<file path="config.mk">
export PLATFORM = sky130hd
export DESIGN_NAME = uart_rx_core
export DESIGN_NICKNAME = d
export VERILOG_FILES = /design/src/rtl/uart_rx_core.sv
export SDC_FILE = /design/constraint.sdc
export NUM_CORES = 1
export LEC_CHECK = 0
export ABC_AREA = 1
export CELL_PAD_IN_SITES_DETAIL_PLACEMENT = 2
export CELL_PAD_IN_SITES_GLOBAL_PLACEMENT = 2
export CORE_UTILIZATION = 38
export DETAILED_ROUTE_END_ITERATION = 7
export PLACE_DENSITY = 0.8
export SYNTH_ARGS = -nofsm -noshare
export SYNTH_HDL_FRONTEND = slang
export SYNTH_SLANG_ARGS = --single-unit
</file>
<file path="constraint.sdc">
create_clock -name clk -period 2.4 [get_ports clk]
set_input_delay 0.48 -clock clk [delete_from_list [all_inputs] [get_ports clk]]
set_output_delay 0.48 -clock clk [all_outputs]
set_load 0.01 [all_outputs]
</file>
<file path="src/rtl/uart_rx_core.sv">
// uart_rx_core
// 8N1 UART receiver. The asynchronous serial line is synchronized, and then
// sampled at the middle of each bit using a clock-cycle counter derived from
// CLK_FREQ/BAUD_RATE. Completed frames are presented on a byte-wide port
// together with a one-cycle strobe.
//
// Ports:
//   clk        system clock, rising edge
//   rst_       asynchronous, active-high reset
//   rx_serial  serial line, idle high, asynchronous to clk
//   rx_data    last received byte; it is updated only when a frame completes
//   rx_valid   one-cycle pulse: a good frame was received
//   rx_error   one-cycle pulse: framing error (the stop bit was sampled low)
//
// DIVISOR (clocks per bit) must be at least 4.
module uart_rx_core #(
  parameter int CLK_FREQ  = 50_000_000,
  parameter int BAUD_RATE = 115200
) (
  input  logic       clk,
  input  logic       rst_,
  input  logic       rx_serial,
  output logic [7:0] rx_data,
  output logic       rx_valid,
  output logic       rx_error
);

  localparam int DIVISOR = CLK_FREQ / BAUD_RATE;
  localparam int CW      = $clog2(DIVISOR) + 1;

  // The counter starts at 0 when a phase is entered. A sample is therefore
  // taken on the cycle where the count equals the phase length minus one.
  localparam logic [CW-1:0] BIT_LAST  = CW'(DIVISOR - 1);
  localparam logic [CW-1:0] HALF_LAST = CW'(DIVISOR / 2 - 1);

  typedef enum logic [2:0] {
    IDLE,
    START,
    DATA,
    STOP,
    WAIT_IDLE
  } state_t;

  state_t          state_reg;
  logic [CW-1:0]   cnt_reg;
  logic [2:0]      idx_reg;
  logic [7:0]      shift_reg;
  logic [1:0]      sync_reg;
  logic            rxs;

  // Two-flop synchronizer. Reset loads the idle level so that leaving reset
  // is never mistaken for a start edge.
  always_ff @(posedge clk or posedge rst_) begin
    if (rst_) begin
      sync_reg <= 2'b11;
    end else begin
      sync_reg <= {sync_reg[0], rx_serial};
    end
  end

  assign rxs = sync_reg[1];

  always_ff @(posedge clk or posedge rst_) begin
    if (rst_) begin
      state_reg <= IDLE;
      cnt_reg   <= '0;
      idx_reg   <= '0;
      shift_reg <= '0;
      rx_data   <= 8'h00;
      rx_valid  <= 1'b0;
      rx_error  <= 1'b0;
    end else begin
      // The strobes are high for a single cycle only.
      rx_valid <= 1'b0;
      rx_error <= 1'b0;

      case (state_reg)
        IDLE: begin
          cnt_reg <= '0;
          if (!rxs) begin
            state_reg <= START;
          end
        end

        // Check the start bit again at its midpoint. This filters out glitches
        // and also puts every later sample at the middle of its bit.
        START: begin
          if (cnt_reg == HALF_LAST) begin
            cnt_reg <= '0;
            idx_reg <= '0;
            if (!rxs) begin
              state_reg <= DATA;
            end else begin
              state_reg <= IDLE;
            end
          end else begin
            cnt_reg <= cnt_reg + 1'b1;
          end
        end

        DATA: begin
          if (cnt_reg == BIT_LAST) begin
            cnt_reg            <= '0;
            shift_reg[idx_reg] <= rxs;
            if (idx_reg == 3'd7) begin
              state_reg <= STOP;
            end else begin
              idx_reg <= idx_reg + 1'b1;
            end
          end else begin
            cnt_reg <= cnt_reg + 1'b1;
          end
        end

        // The receiver returns to IDLE at the middle of the stop bit. The
        // second half of the stop bit is therefore already free for the next
        // start edge.
        STOP: begin
          if (cnt_reg == BIT_LAST) begin
            cnt_reg <= '0;
            rx_data <= shift_reg;
            if (rxs) begin
              rx_valid  <= 1'b1;
              state_reg <= IDLE;
            end else begin
              rx_error  <= 1'b1;
              state_reg <= WAIT_IDLE;
            end
          end else begin
            cnt_reg <= cnt_reg + 1'b1;
          end
        end

        // After a framing error, a break or a held-low line must not be
        // decoded as a new start bit. Wait here until the line goes high.
        WAIT_IDLE: begin
          cnt_reg <= '0;
          if (rxs) begin
            state_reg <= IDLE;
          end
        end

        default: begin
          state_reg <= IDLE;
          cnt_reg   <= '0;
        end
      endcase
    end
  end

endmodule

</file>
==> metrics.txt <==
status=finished clean; synth top area cells=dfrtp_1 49%, nand2_1 12%, nand3_1 6.0%; Final Slew Violations=0; RR Startpoint=cnt_reg[1]; Met1 Wirelength=2.03 mm; num ports=13; DIE AREA=4890 sq um; met3 WL post-DR=166 microns; Leak Pwr=0.990 nW; Avg Inst Size Synth=8.64 sq um; minimum hold slack=360 ps; critical path launch point type=flop; max-cap viol count=0; register area share after synthesis=51.5%; Crit-path slowest cell=dfrtp_1; met2 routed WL=2.41 mm; Layout area overhead=16.6%; initial core utilization=40.0%; routed vias=1416; number of fill cells in the layout=486; placeable core area=4380 sq um; Worst Max-Slew Pin Slew=473 ps; DR DRC count=0; drt total wl=4.67 mm; synth warn=0; HP Start=sync_reg[0]; PwrDens=571 nW/um^2; final setup TNS=0 ps; drt wl/cell=17.0 microns; Longest Clk Path Bufs=2; fin area=2040 sq um; share of cells above drive strength 1=11.7%; initial antenna violation count=0; first-pass GRT wire length=8.02 mm; clock-pin slew on the worst setup and hold paths=70 ps; Crit Path Max Fanout=10; GR Overflow Total=0; Util after Layout=46.6%; Worst path most repeated cell=nor2_1; Post-DP Area=1940 sq um; CP Launch Point=cnt_reg[1]; largest net degree at the start of global routing=37; # Post-CTS Setup Buffers=0; worst path required time=2570 ps; Reg2Reg Depth=9; post-layout minimum cycle time=1830 ps; DR pass1 iterations=4; max incr delay on CP=400 ps; Crit Reg-Reg Endpoint=cnt_reg[3]; Total GRT Usage=21.6%; vias in the first global route=1564; fmax=546 MHz; number of buffers and inverters on the critical path=1; CP top delay family=simple AND/OR/NAND/NOR gates; H-tree Lvls=2; Yosys top cell area share=48.5%; Clock Skew=10.7 ps; cells after synthesis=203; RSZ-0062 raised after global routing=false; Die Y-Extent=69.9 microns; final setup vio count=0; final std cells w/o fill=275; via-per-instance ratio=5.15; worst-path cell chain=inv_1 > ha_1 > nand2_1 > nor2_1 > nand3_4 > nand2_2 > nand2_4 > a21oi_4 > nor2_1; crit share post-route=76.4%; most frequent cells in the layout=54 x nand2_1, 34 x dfrtp_1, 24 x nor2_1; placed insts=267; Layout Nets=230; count of clock tree sinks=36; Fin. Hold Viols=0; commonest non-fill, non-tap cell in the layout=nand2_1; diodes inserted=0; max FFs per register=10; hold_buf cts=0; DR iter-0 viols=71; Synth cell types=23; Slew headroom=68.5%; cts repair resizes=0; post-synthesis cell area=1750 sq um; Worst Setup End Kind=flop; HP Class=flop to flop; Root Driver=clkbuf_8; Stages on worst setup path=9; Max VDD drop=0.000225 V; CP endpoint=cnt_reg[3]; post-detail-place hpwl=3.40 mm; Post-Syn Nets=211; ANT nets after route=0; Setup CP Type=flop to flop; Highest Signal Layer=met4; critical path arrival=2000 ps; area leader, netlist=dfrtp_1; Rows=24; die width=69.9 microns; Clock Latency Late Sink=300 ps; R2R Setup Slk=570 ps; total clock buffers created by CTS=5; gpl congestion=0.763; IO Port Bufs=12; CTS tree=done; Seq cells post-synth=36
## through the flow
step	setup slack (ps)	total power, mW
floorplan	942	0.634
global placement	800	0.644
detailed placement	584	0.644
CTS	532	1.18
global route	477	1.20
finish	567	1.17
## worst min-delay path by stage
stage | end | slack, ps | cells after the start
after CTS | sync_reg[1] | 360 | 0
after global routing | sync_reg[1] | 370 | 0
final | sync_reg[1] | 360 | 0
after global placement | sync_reg[1] | 350 | 0
after floorplan | sync_reg[1] | 350 | 0
after detailed placement | sync_reg[1] | 350 | 0
## cell type report
type,count,area (sq um),area share [%]
timing repair buffer,14,135,6.61
tap,52,65.1,3.18
multi-input combinational,141,743,36.4
clock inverter,2,35.0,1.71
inverter,24,90.1,4.41
clock buffer,6,72.6,3.55
sequential,36,903,44.2
## per-layer routing
layer  GRT usage (%)  vias up
li1                -      668
met1            26.6      717
met2            37.8       25
met3            4.33        6
met4            6.67        0
met5               0        -
## synth_stat cells
cell,number
dfstp_2,2
nor2_1,24
a21oi_4,2
xnor2_1,4
nand2_2,4
nand2_4,1
o21ai_0,3
nand3_1,21
inv_2,2
inv_1,22
a21oi_1,1
nor2_2,3
nor2_4,1
nand3_4,1
buf_2,1
buf_6,1
dfrtp_1,34
o21ai_1,8
nor3_1,4
nand2_1,54
nor3_4,1
xor2_1,4
ha_1,5
## power breakdown
part | internal [mW] | switching [mW]
combinational | 0.00452 | 0.0154
sequential | 0.609 | 0.00239
clock | 0.308 | 0.227
## cell families (layout without fill, tap and decap cells)
| group | count (synthesis) | after routing | share of synthesized area (%) |
|---|---|---|---|
| buffers and inverters | 26 | 46 | 6.07 |
| xor gates and xnor gates | 8 | 8 | 4.00 |
| adders and majority gates | 5 | 5 | 3.57 |
| and+or+nand+nor | 114 | 114 | 29.6 |
| AOI/OAI and AO/OA | 14 | 14 | 5.28 |
| DFF | 36 | 36 | 51.5 |
No activity file was read; power rests on OpenSTA's default activity.
